File: config.mk
export PLATFORM = sky130hd
export DESIGN_NAME = rob_commit_queue
export DESIGN_NICKNAME = d
export VERILOG_FILES = /design/src/rtl/rob_commit_queue.sv
export SDC_FILE = /design/constraint.sdc
export NUM_CORES = 2
export LEC_CHECK = 0
export CAP_MARGIN = 20
export CELL_PAD_IN_SITES_DETAIL_PLACEMENT = 0
export CELL_PAD_IN_SITES_GLOBAL_PLACEMENT = 1
export CORE_MARGIN = 2
export CORE_UTILIZATION = 41
export DETAILED_ROUTE_END_ITERATION = 7
export GPL_ROUTABILITY_DRIVEN = 0
export PLACE_DENSITY_LB_ADDON = 0.08
export SLEW_MARGIN = 30
export SYNTH_ARGS = -nofsm -noshare
export SYNTH_HDL_FRONTEND = slang
export SYNTH_SLANG_ARGS = --single-unit
File: constraint.sdc
create_clock -name i_clk -period 8.9 [get_ports i_clk]
set_clock_uncertainty 0.15 [all_clocks]
set_input_delay 1.335 -clock i_clk [delete_from_list [all_inputs] [get_ports i_clk]]
set_output_delay 1.335 -clock i_clk [all_outputs]
set_load 0.02 [all_outputs]
File: src/rtl/rob_commit_queue.sv
// In-order reorder queue: dual dispatch allocation, dual CDB write-back, dual in-order retire.
// Optional build macro ROB_BYPASS_EN forwards same-cycle CDB writes at head/head+1 into commit.
module rob_commit_queue #(
    parameter int DEPTH  = 16,
    parameter int IDX_W  = $clog2(DEPTH),
    parameter int DATA_W = 32,
    parameter int EXC_W  = 5
) (
    input  logic                   i_clk,
    input  logic                   i_rst_n,
    input  logic                   i_flush,
    input  logic [1:0]             i_alloc_req,
    input  logic [1:0][4:0]        i_alloc_dest,
    output logic                   o_alloc_ready,
    output logic [1:0][IDX_W-1:0]  o_alloc_index,
    input  logic [1:0]             i_cdb_valid,
    input  logic [1:0][IDX_W-1:0]  i_cdb_index,
    input  logic [1:0][DATA_W-1:0] i_cdb_data,
    input  logic [1:0]             i_cdb_ex,
    input  logic [1:0][EXC_W-1:0]  i_cdb_excode,
    input  logic                   i_commit_stall,
    output logic [1:0]             o_commit_valid,
    output logic [1:0][4:0]        o_commit_dest,
    output logic [1:0][DATA_W-1:0] o_commit_data,
    output logic                   o_commit_ex,
    output logic [EXC_W-1:0]       o_commit_excode,
    output logic [IDX_W:0]         o_count,
    output logic                   o_empty
);

    logic [IDX_W:0]        r_head;
    logic [IDX_W:0]        r_tail;
    logic [DEPTH-1:0]      r_busy;
    logic [DEPTH-1:0]      r_done;
    logic [DEPTH-1:0]      r_ex;
    logic [EXC_W-1:0]      r_excode [DEPTH];
    logic [4:0]            r_dest   [DEPTH];
    logic [DATA_W-1:0]     r_data   [DEPTH];

    logic [IDX_W:0]        w_count;
    logic                  w_alloc_ok;
    logic [1:0]            w_alloc;
    logic [1:0]            w_alloc_n;
    logic [1:0][IDX_W-1:0] w_tail_idx;
    logic [1:0][IDX_W-1:0] w_head_idx;
    logic [1:0]            w_wb_hit;

    logic [1:0]            w_v_busy;
    logic [1:0]            w_v_done;
    logic [1:0]            w_v_ex;
    logic [1:0][DATA_W-1:0] w_v_data;
    logic [1:0][4:0]       w_v_dest;
    logic [EXC_W-1:0]      w_head_code;

    logic                  w_cv0;
    logic                  w_cv1;
    logic                  w_cex;
    logic [1:0]            w_ret;
    logic [1:0]            w_retire_n;

    assign w_count       = r_tail - r_head;
    assign w_alloc_ok    = (w_count <= (IDX_W+1)'(DEPTH - 2));
    // A lone bit1 request has no valid ordering and is dropped with bit0.
    assign w_alloc[0]    = i_alloc_req[0] & w_alloc_ok;
    assign w_alloc[1]    = w_alloc[0] & i_alloc_req[1];
    assign w_alloc_n     = {1'b0, w_alloc[0]} + {1'b0, w_alloc[1]};

    assign w_tail_idx[0] = r_tail[IDX_W-1:0];
    assign w_tail_idx[1] = r_tail[IDX_W-1:0] + IDX_W'(1);
    assign w_head_idx[0] = r_head[IDX_W-1:0];
    assign w_head_idx[1] = r_head[IDX_W-1:0] + IDX_W'(1);

    assign w_wb_hit[0]   = i_cdb_valid[0] & r_busy[i_cdb_index[0]];
    assign w_wb_hit[1]   = i_cdb_valid[1] & r_busy[i_cdb_index[1]];

    always_comb begin
        w_v_busy    = '0;
        w_v_done    = '0;
        w_v_ex      = '0;
        w_v_data    = '0;
        w_v_dest    = '0;
        w_head_code = r_excode[w_head_idx[0]];
        for (int s = 0; s < 2; s++) begin
            w_v_busy[s] = r_busy[w_head_idx[s]];
            w_v_done[s] = r_done[w_head_idx[s]];
            w_v_ex[s]   = r_ex[w_head_idx[s]];
            w_v_data[s] = r_data[w_head_idx[s]];
            w_v_dest[s] = r_dest[w_head_idx[s]];
`ifdef ROB_BYPASS_EN
            // Lane 1 is applied last so it wins on a same-index collision.
            for (int l = 0; l < 2; l++) begin
                if (w_wb_hit[l] && (i_cdb_index[l] == w_head_idx[s])) begin
                    w_v_done[s] = 1'b1;
                    w_v_ex[s]   = i_cdb_ex[l];
                    w_v_data[s] = i_cdb_data[l];
                    if (s == 0) begin
                        w_head_code = i_cdb_excode[l];
                    end
                end
            end
`endif
        end
    end

    assign w_cv0      = ~i_commit_stall & w_v_busy[0] & w_v_done[0] & ~w_v_ex[0];
    assign w_cv1      = w_cv0 & w_v_busy[1] & w_v_done[1] & ~w_v_ex[1];
    assign w_cex      = ~i_commit_stall & w_v_busy[0] & w_v_done[0] & w_v_ex[0];
    assign w_ret[0]   = w_cv0 | w_cex;
    assign w_ret[1]   = w_cv1;
    assign w_retire_n = {1'b0, w_ret[0]} + {1'b0, w_ret[1]};

    assign o_alloc_ready    = w_alloc_ok;
    assign o_alloc_index    = w_tail_idx;
    assign o_count          = w_count;
    assign o_empty          = (w_count == '0);
    assign o_commit_valid   = {w_cv1, w_cv0};
    assign o_commit_ex      = w_cex;
    assign o_commit_excode  = w_cex ? w_head_code : '0;
    assign o_commit_dest[0] = w_cv0 ? w_v_dest[0] : '0;
    assign o_commit_dest[1] = w_cv1 ? w_v_dest[1] : '0;
    assign o_commit_data[0] = w_cv0 ? w_v_data[0] : '0;
    assign o_commit_data[1] = w_cv1 ? w_v_data[1] : '0;

    always_ff @(posedge i_clk or negedge i_rst_n) begin
        if (!i_rst_n) begin
            r_head <= '0;
            r_tail <= '0;
        end else if (i_flush) begin
            r_head <= '0;
            r_tail <= '0;
        end else begin
            r_head <= r_head + (IDX_W+1)'(w_retire_n);
            r_tail <= r_tail + (IDX_W+1)'(w_alloc_n);
        end
    end

    // Retirement is applied last; allocated slots are never busy, so no overlap with it.
    always_ff @(posedge i_clk or negedge i_rst_n) begin
        if (!i_rst_n) begin
            r_busy <= '0;
            r_done <= '0;
            r_ex   <= '0;
        end else if (i_flush) begin
            r_busy <= '0;
            r_done <= '0;
            r_ex   <= '0;
        end else begin
            for (int e = 0; e < DEPTH; e++) begin
                for (int a = 0; a < 2; a++) begin
                    if (w_alloc[a] && (w_tail_idx[a] == IDX_W'(e))) begin
                        r_busy[e] <= 1'b1;
                        r_done[e] <= 1'b0;
                        r_ex[e]   <= 1'b0;
                    end
                end
                for (int l = 0; l < 2; l++) begin
                    if (w_wb_hit[l] && (i_cdb_index[l] == IDX_W'(e))) begin
                        r_done[e] <= 1'b1;
                        r_ex[e]   <= i_cdb_ex[l];
                    end
                end
                for (int s = 0; s < 2; s++) begin
                    if (w_ret[s] && (w_head_idx[s] == IDX_W'(e))) begin
                        r_busy[e] <= 1'b0;
                        r_done[e] <= 1'b0;
                        r_ex[e]   <= 1'b0;
                    end
                end
            end
        end
    end

    always_ff @(posedge i_clk) begin
        for (int e = 0; e < DEPTH; e++) begin
            for (int a = 0; a < 2; a++) begin
                if (w_alloc[a] && (w_tail_idx[a] == IDX_W'(e))) begin
                    r_dest[e] <= i_alloc_dest[a];
                end
            end
            for (int l = 0; l < 2; l++) begin
                if (w_wb_hit[l] && (i_cdb_index[l] == IDX_W'(e))) begin
                    r_data[e]   <= i_cdb_data[l];
                    r_excode[e] <= i_cdb_excode[l];
                end
            end
        end
    end

endmodule

==> results.md <==
- Status: completed
- Crit path DAT: 5900 ps
- Setup TNS: 0 ps
- Clk slew on worst S/H paths: 70 ps
- Hold buffers post-CTS: 0
- Sequential area share after synthesis: 0.4978
- CTS tree: done
- DR WL met2: 69270 µm
- Slowest stage delay, CP: 880 ps
- Port bufs: 198
- Final hold vios: 0
- First-pass GRT wire length: 204800 µm
- CP max FO: 108
- Post-synthesis instance area: roughly 43000 µm²
- Setup crit end kind: output pin
- Initial antenna violation count: 4
- Worst Max-Slew Pin Slew: 1040 ps
- I/O pin total: 199
- Setup ws final: 1518 ps
- Share of layout cells above drive strength 1: 0.4913
- Largest family of logic cells by synthesized area: multiplexers
- Ys async rst share: 0.07945
- Metal3 WL: 8488 µm
- Final setup viols: 0
- Clock Sink Count: 730
- Clock Latency Late Sink: 670 ps
- Count of pins over their slew limit: 0
- TritonRoute pass-1 iters: 5
- DRC viols: 0
- DR vias: about 27000
- Power after layout: 7904 µW
- Register area: ~22000 µm²
- Slowest CP cell: dfrtp_4
- Final antenna-violating net count: 0
- Post-DP HPWL: 81470 µm
- Die H: between 300 and 400 µm
- Area of the multi-input gates: 20520 µm²
- Power density cells: 160.0 nW/µm²
- Die width: 329.6 µm
- Seq cells post-synth: 730
- CTS buffer count: a little under 90
- Max IR drop VDD: 144.5 µV
- Htree depth: 3
- Vias in the first global route: 27591
- Finished Core Util: 0.4691
- Core area: 105300 µm²
- Hold WC Path Type: reg -> reg
- Clock buffer depth: 3
- Post-Syn Nets: 2761
- Pre-CTS setup slack: 2081 ps
- Most used DFF post-synth: edfxtp_1
- Netlist cell types: 69
- Slew HR: 0.3064
- Startpoint Class: flop
- Rows: 119
- Top Metal Used: met5
- CP required: 7410 ps
- Total GRT Usage: 0.2647
- Synth warn: 0
- Leakage power figure: 0.01519 µW
- Routed wire per std cell: 34.76 µm
- First DRT Iteration DRCs: about 2400
- Grt ovf: 0
- Final min period: 7382 ps
- Max-Cap Viols: 0
- Crit share post-route: 0.8294
- Post-Synth XOR/XNOR Area: 0.002822
- Synth Instances: between 2000 and 3000
- Post CTS Setup Buffer Count: 0
- Area grow syn2layout: 13.65%
- Drt total wl: 144400 µm
- CTS root buf: clkbuf_16
- Adder-Cell Fraction of Synth Area: 0.005989
- Compound-Gate Fraction of Synth Area: 0.02557
- Initial Util: 0.4128
- M1 WL: between 60000 and 70000 µm
- Syn_area_per_cell: between 15 and 20 µm²
- Resize count post-CTS: 0
- Critical-path cell list: buf_12, mux4_1, nand3_1, and4_4, nand4_4, a211o_4, buf_4, and2b_1, clkdlybuf4s50_1
- Simple-gate share of the synthesized area: 0.04267
- Nets: 2813
- RSZ-0062 raised after global routing: false
- Die area: 108600 µm²
- Fmax: 135.5 MHz
- # fillers: 8937
- Vias per inst: 6.446
- Kind of critical path: reg -> out
- Multiplexer area fraction after synthesis: 0.3914
- Largest net degree at the start of global routing: ~130
- EDFF count, synth: approximately 670
[worst paths after layout]
path	slack (ps)	cells past startpoint	start	to
setup / recovery	1520	9	r_head[1]	o_commit_data[32]
setup reg to reg	3460	12	r_head[0]	r_head[4]
hold reg to reg	420	2	r_ex[14]	r_ex[14]
min in group asynchronous	690	2	i_rst_n	r_head[3]
max in group asynchronous	7300	2	i_rst_n	r_head[0]
hold / removal	420	2	r_ex[14]	r_ex[14]
[where the power goes]
part	internal, µW	leakage, µW	total (µW)	switching, µW
combinational	255	0.00700	541	286
clock	2070	0.00135	3560	1480
sequential	3780	0.00684	3810	29.0
total	6100	0.0152	7900	1800
[cells in the mapped netlist (all sizes together), types with 5 or more instances]
library cell	instances	area (µm²)
a41oi	9	78.83
nand4	5	46.29
and3	16	100.1
a211oi	20	150.1
nor2	52	195.2
dfrtp	58	1451
xnor2	9	78.83
clkbuf	132	496.7
and4b	5	50.05
nor3	16	80.08
and4	6	55.05
edfxtp	672	20180
a21oi	24	120.1
and2	11	68.82
a32oi	5	43.79
o21ba	16	160.1
nor2b	88	700.7
nand3b	7	52.55
nand2	37	138.9
a22oi	6	45.04
o21ai	41	205.2
ha	16	200.2
mux2	691	7781
a31o	5	43.79
a31oi	9	56.30
nand3	29	150.1
xor2	5	43.79
buf	155	857.1
nand4b	5	43.79
mux4	408	9196
o31ai	5	37.54
inv	30	112.6
[cell type report]
| class | count | share of cell area |
|---|---|---|
| Multi-Input combinational cell | 1593 | 0.4156 |
| Clock buffer | 118 | 0.04809 |
| Timing Repair Buffer | 250 | 0.05194 |
| Antenna cell | 4 | 0.0002027 |
| Inverter | 30 | 0.002382 |
| Clock inverter | 37 | 0.008260 |
| Tap cell | 1391 | 0.03524 |
| Sequential cell | 730 | 0.4383 |
[cells in the final DEF (no fill, tap or decap), types with 24 or more instances in the layout]
master,instances
mux2_2,691
clkdlybuf4s50_1,196
nand2_1,36
buf_4,36
nor2b_1,68
clkbuf_1,24
o21ai_0,30
nor2_1,51
mux4_2,406
dfrtp_1,55
clkbuf_16,88
a21oi_1,24
edfxtp_1,672
nand3_1,27
[cells by family after synthesis]
logic type      after synthesis
fa+ha+maj                    19
buf+inv                     317
compound gates              160
xor+xnor                     14
flops                       730
mux                        1102
simple gates                298
[critical path, delay by kind of cell (launching register included)]
family | cells | cell delay (ps)
compound gates | 1 | 750
simple gates | 4 | 1100
mux | 1 | 660
flops | 1 | 880
buf+inv | 3 | 1720
[per-stage QoR]
| step | area, µm² | instances | hold slack (ps) |
|---|---|---|---|
| floorplan | 43450 | 2640 | 364.9 |
| global placement | 46380 | 3986 | 402.5 |
| detailed placement | 46540 | 3992 | 408.4 |
| CTS | 49320 | 4147 | 417.3 |
| global route | 49370 | 4150 | 451.6 |
| finish | 49380 | 4153 | 420.8 |
[sequential cells by signal, summed over array words and instances, names as in the netlist]
signal and count:
r_busy 16, r_data 512, r_dest 80, r_done 16, r_ex 16, r_excode 80, r_head 5, r_tail 5
[layer usage]
layer / track usage / vias to the layer above
met1: 0.3732 / 14546
met2: 0.4226 / 1075
li1: - / 10891
met4: 0.08834 / 4
met5: 0 / -
met3: 0.03782 / 254
(Power assumes the default switching activity.)
